<file path="src/rtl/branch_unit.sv">
// rtl/branch_unit.sv - RV32I branch resolution stage with 2-bit BHT prediction
//
// Resolves B-type branches one cycle after they are presented by execute,
// reports the resolved next PC and whether the carried prediction was wrong,
// and keeps a table of 2-bit saturating counters that fetch reads for a
// taken/not-taken guess.
//
// Ports
//   clk, reset_n            clock (rising edge), asynchronous active-low reset
//   fetch_pc, fetch_imm     fetch-side PC and sign-extended B-immediate
//   pred_taken              combinational: MSB of the counter indexed by fetch_pc
//   pred_target             combinational: fetch_pc + fetch_imm
//   ex_valid, ex_flush      a branch is in execute / squash it (flush wins)
//   ex_funct3               branch condition
//   ex_rs1, ex_rs2          operands
//   ex_pc, ex_imm           branch PC and immediate
//   ex_pred_taken           prediction carried with the instruction
//   res_valid               registered: resolution reported this cycle
//   res_taken               registered: branch was taken
//   res_next_pc             registered: resolved next PC
//   mispredict              registered: taken differs from carried prediction
//   misaligned              registered: taken target not word aligned
//   illegal                 registered: funct3 is 010 or 011
//   br_count, mp_count      saturating resolved-branch / mispredict counters

module branch_unit #(
    parameter int XLEN        = 32,
    parameter int BHT_ENTRIES = 16,
    parameter int CNT_W       = 32
) (
    input  logic             clk,
    input  logic             reset_n,
    input  logic [XLEN-1:0]  fetch_pc,
    input  logic [XLEN-1:0]  fetch_imm,
    output logic             pred_taken,
    output logic [XLEN-1:0]  pred_target,
    input  logic             ex_valid,
    input  logic             ex_flush,
    input  logic [2:0]       ex_funct3,
    input  logic [XLEN-1:0]  ex_rs1,
    input  logic [XLEN-1:0]  ex_rs2,
    input  logic [XLEN-1:0]  ex_pc,
    input  logic [XLEN-1:0]  ex_imm,
    input  logic             ex_pred_taken,
    output logic             res_valid,
    output logic             res_taken,
    output logic [XLEN-1:0]  res_next_pc,
    output logic             mispredict,
    output logic             misaligned,
    output logic             illegal,
    output logic [CNT_W-1:0] br_count,
    output logic [CNT_W-1:0] mp_count
);

    localparam int IDX = (BHT_ENTRIES > 1) ? $clog2(BHT_ENTRIES) : 1;

    localparam logic [2:0] F3_BEQ  = 3'b000;
    localparam logic [2:0] F3_BNE  = 3'b001;
    localparam logic [2:0] F3_BLT  = 3'b100;
    localparam logic [2:0] F3_BGE  = 3'b101;
    localparam logic [2:0] F3_BLTU = 3'b110;
    localparam logic [2:0] F3_BGEU = 3'b111;

    localparam logic [1:0] CNT_WEAK_NT = 2'b01;
    localparam logic [1:0] CNT_STRONG_T = 2'b11;
    localparam logic [1:0] CNT_STRONG_NT = 2'b00;

    logic [1:0] bht [BHT_ENTRIES];

    // ------------------------------------------------------------------
    // Fetch-side prediction. Reads the table as it stands before any
    // resolve edge in this cycle; there is deliberately no bypass.
    // ------------------------------------------------------------------
    logic [IDX-1:0] fetch_idx;

    assign fetch_idx   = fetch_pc[IDX+1:2];
    assign pred_taken  = bht[fetch_idx][1];
    assign pred_target = fetch_pc + fetch_imm;

    // ------------------------------------------------------------------
    // Execute-side condition evaluation
    // ------------------------------------------------------------------
    logic            accept;
    logic            legal;
    logic            is_eq;
    logic            lt_signed;
    logic            lt_unsigned;
    logic            cond;
    logic            taken_c;
    logic            mispredict_c;
    logic            misaligned_c;
    logic [XLEN-1:0] target;
    logic [XLEN-1:0] seq_pc;
    logic [XLEN-1:0] next_pc_c;
    logic [IDX-1:0]  ex_idx;

    assign accept      = ex_valid & ~ex_flush;
    assign legal       = ~((ex_funct3 == 3'b010) || (ex_funct3 == 3'b011));
    assign is_eq       = (ex_rs1 == ex_rs2);
    assign lt_signed   = ($signed(ex_rs1) < $signed(ex_rs2));
    assign lt_unsigned = (ex_rs1 < ex_rs2);
    assign ex_idx      = ex_pc[IDX+1:2];

    always_comb begin
        cond = 1'b0;
        case (ex_funct3)
            F3_BEQ:  cond = is_eq;
            F3_BNE:  cond = ~is_eq;
            F3_BLT:  cond = lt_signed;
            F3_BGE:  cond = ~lt_signed;
            F3_BLTU: cond = lt_unsigned;
            F3_BGEU: cond = ~lt_unsigned;
            default: cond = 1'b0;
        endcase
    end

    // Adders wrap naturally modulo 2^XLEN.
    assign target       = ex_pc + ex_imm;
    assign seq_pc       = ex_pc + XLEN'(4);
    // Illegal encodings resolve as not-taken and never count as mispredicts.
    assign taken_c      = legal & cond;
    assign next_pc_c    = taken_c ? target : seq_pc;
    assign mispredict_c = legal & (taken_c ^ ex_pred_taken);
    assign misaligned_c = taken_c & (target[1:0] != 2'b00);

    // ------------------------------------------------------------------
    // Resolution register
    // ------------------------------------------------------------------
    always_ff @(posedge clk or negedge reset_n) begin
        if (!reset_n) begin
            res_valid   <= 1'b0;
            res_taken   <= 1'b0;
            res_next_pc <= '0;
            mispredict  <= 1'b0;
            misaligned  <= 1'b0;
            illegal     <= 1'b0;
        end else begin
            res_valid  <= accept;
            res_taken  <= accept & taken_c;
            mispredict <= accept & mispredict_c;
            misaligned <= accept & misaligned_c;
            illegal    <= accept & ~legal;
            // The PC is only meaningful alongside res_valid; hold it otherwise.
            if (accept) begin
                res_next_pc <= next_pc_c;
            end
        end
    end

    // ------------------------------------------------------------------
    // Branch history table: 2-bit saturating counters
    // ------------------------------------------------------------------
    always_ff @(posedge clk or negedge reset_n) begin
        if (!reset_n) begin
            for (int i = 0; i < BHT_ENTRIES; i++) begin
                bht[i] <= CNT_WEAK_NT;
            end
        end else if (accept && legal) begin
            if (taken_c) begin
                if (bht[ex_idx] != CNT_STRONG_T) begin
                    bht[ex_idx] <= bht[ex_idx] + 2'd1;
                end
            end else begin
                if (bht[ex_idx] != CNT_STRONG_NT) begin
                    bht[ex_idx] <= bht[ex_idx] - 2'd1;
                end
            end
        end
    end

    // ------------------------------------------------------------------
    // Statistics counters, saturating at all-ones
    // ------------------------------------------------------------------
    always_ff @(posedge clk or negedge reset_n) begin
        if (!reset_n) begin
            br_count <= '0;
            mp_count <= '0;
        end else if (accept && legal) begin
            if (br_count != {CNT_W{1'b1}}) begin
                br_count <= br_count + CNT_W'(1);
            end
            if (mispredict_c && (mp_count != {CNT_W{1'b1}})) begin
                mp_count <= mp_count + CNT_W'(1);
            end
        end
    end

endmodule

</file>
<file path="config.mk">
export PLATFORM = sky130hd
export DESIGN_NAME = branch_unit
export DESIGN_NICKNAME = d
export VERILOG_FILES = /design/src/rtl/branch_unit.sv
export SDC_FILE = /design/constraint.sdc
export NUM_CORES = 1
export LEC_CHECK = 0
export BUFFER_PORTS_ARGS = -buffer_cell sky130_fd_sc_hd__buf_2
export CORE_MARGIN = 1.5
export CORE_UTILIZATION = 50
export CTS_CLUSTER_DIAMETER = 80
export DETAILED_ROUTE_END_ITERATION = 10
export PLACE_DENSITY_LB_ADDON = 0.25
export SYNTH_ARGS = -nofsm -noshare
export SYNTH_HDL_FRONTEND = slang
export SYNTH_SLANG_ARGS = --single-unit
</file>
<file path="constraint.sdc">
create_clock -name clk -period 5.4 [get_ports clk]
set_input_delay 0.54 -clock clk [delete_from_list [all_inputs] [get_ports clk]]
set_output_delay 0.54 -clock clk [all_outputs]
set_load 0.02 [all_outputs]
</file>
==> metrics.txt <==
CP arrival=3.71 ns; share of layout cells above drive strength 1=0.285; outcome=completed; Setup TNS=0 ns; final WL=29.7 mm; die area=22,500 sq um; Max rail drop VDD=207 uV; Synth async-reset ratio=1.00; fin crit share=0.787; Post-CTS Setup Inserts=0; first-pass GRT wire length=47.0 mm; initial antenna violation count=6; Buf+Inv Stages, Crit Path=2; total congestion overflow=0; synth-to-layout area growth=24.1%; GRT Total Usage=0.263; HPWL after detailed placement=23.3 mm; post_cts resized=0; H-Tree Depth=4; ys flop type=dfrtp_1; CP max stage delay=0.48 ns; total number of vias=10.2k; Residual DRC=0; clk sinks=133; WL per Instance=16.3 microns; Min Clock Period, post-route=4.25 ns; Die Ht=150 microns; top cell family by delay on the critical path=compound AO/OA/AOI/OAI gates; post-place setup slack=1.20 ns; post-synth top area cell=dfrtp_1; yosys warns=0; met3 routed WL=2.14 mm; vias in the first global route=9,872; Nets=1,839; top cells by area, synth=dfrtp_1 27%, ha_1 12%, xnor2_1 7.0%; FP Rows=53; Synth top area share=0.271; clock slew at reported path FFs=0.07 ns; cts hold-fix bufs=0; Post-Syn Area=10,800 sq um; RSZ-0062 raised after global routing=false; Cells after DPL=1,791; largest net degree at the start of global routing=80; Clk Latency, worst-skew pair=0.43 ns; core area=21,100 sq um; TritonCTS clock tree=yes; Static Leak=0.00687 uW; post-synthesis cell type count=68; WS Path Type=in2out; final core utilization=0.636; DR pass1 iterations=5; startpoint types=input port; Pins Over Slew Limit=0; flops & latches, synth=133; CP max-delay cell=o41ai_2; setup slack after layout=1.15 ns; TritonCTS Buffers=17; Final Hold Viols=0; Seq/Total Area, Yosys=0.310; Initial Util=0.513; Post-synth EDFFs=0; clock root buffer=clkbuf_16; Worst Path Required=4.86 ns; gp weighted congestion=0.916; Synthesized Nets=1,511; max_cap viols=0; die width=150 microns; f_max=0.235 GHz; Post-Layout Cell Count=1,827; met2 wire length=14.3 mm; crit-path max FO=4; clk buf depth=2; Vias/cell=5.57; worst-path cell chain=buf_2 -> ha_1 -> or3_1 -> or2_0 -> o211ai_1 -> a21oi_1 -> o41ai_2 -> o21ai_1 -> o41a_1 -> a21bo_2 -> a21oi_1 -> xnor2_1 -> buf_2; max layer used=met5; initial DRC count=512; Port Buffers=333; Gate Count Post-Synth=1,207; worst r2r src=mp_count[7]$_DFFE_PN0P_; crit path capture type=output pin; CP startpoint=fetch_pc[4]; Slew @ Worst Pin=0.768 ns; Hold WC Path Type=in2async; skew final=0.0130 ns; wire length on met1=12.4 mm; remaining antenna violation count=0; Slew HR=0.483; syn_area_per_cell=8.96 sq um; Setup violations, final=0; PwrDens=290 nW/um^2; Top Ports=334
[synth_stat cells (all sizes together) (13+ instances only)]
| master | n |
|---|---|
| mux4 | 14 |
| nor2 | 77 |
| inv | 59 |
| xor2 | 50 |
| o21ai | 71 |
| nor2b | 13 |
| nand3 | 56 |
| nand2 | 123 |
| clkbuf | 19 |
| mux2i | 14 |
| buf | 13 |
| dfstp | 16 |
| nand2b | 13 |
| nor3 | 22 |
| mux2 | 35 |
| dfrtp | 117 |
| xnor2 | 86 |
| and3 | 31 |
| nand4 | 46 |
| ha | 102 |
| a21oi | 88 |
| a21o | 26 |
[through the flow]
| step | power, uW | instance area, sq um | hold WS, ns |
|---|---|---|---|
| floorplan | 2150 | 10800 | 0.244 |
| global placement | 2580 | 12700 | 0.461 |
| detailed placement | 2610 | 12700 | 0.465 |
| CTS | 3910 | 13400 | 0.176 |
| global route | 4100 | 13400 | 0.223 |
| finish | 3890 | 13400 | 0.137 |
[final cells by class]
class / instances / area (sq um)
clock buffers: 17 / 425
inverters: 59 / 221
well taps: 275 / 344
repair buffers: 341 / 1730
diodes: 4 / 10.0
multi-input cells: 983 / 7100
flip-flops and latches: 133 / 3350
clock inverters: 15 / 233
fillers: 1880 / 7670
[path summary, 6_finish.rpt]
kind                                                    to  slack [ns]  cells after the start
worst min register to register  res_next_pc[6]$_DFFE_PN0P_        0.48                      2
min in group clk                res_next_pc[0]$_DFFE_PN0P_        0.42                      3
worst max register to register    mp_count[13]$_DFFE_PN0P_        1.69                     10
worst min-delay path              mp_count[23]$_DFFE_PN0P_        0.14                      1
max in group asynchronous          mp_count[3]$_DFFE_PN0P_        4.02                      2
worst max-delay path                       pred_target[30]        1.15                     13
[per-layer routing]
metal / up-vias / global-route usage
met5: - / 0
met2: 346 / 0.452
met3: 64 / 0.0735
met1: 4730 / 0.307
met4: 4 / 0.110
li1: 5031 / -
[power breakdown]
part	internal (uW)	switching, uW
Sequential	1170	126
Combinational	543	762
Clock	759	527
[cells in the final DEF (no fill, tap or decap), drive strengths merged, types with 46 or more instances in the layout]
cell,count
a21oi,88
buf,341
dfrtp,117
ha,102
inv,67
nand2,123
nand3,56
nand4,46
nor2,77
o21ai,71
xnor2,86
xor2,50
[cells by family after synthesis]
kind of cell	count (synthesis)	share of synthesized area
buf+inv	91	0.0340
flops	133	0.310
xor+xnor	136	0.110
fa+ha+maj	104	0.122
simple gates	420	0.195
compound gates	260	0.150
mux	63	0.0797
No activity file was read; power rests on OpenSTA's default activity.
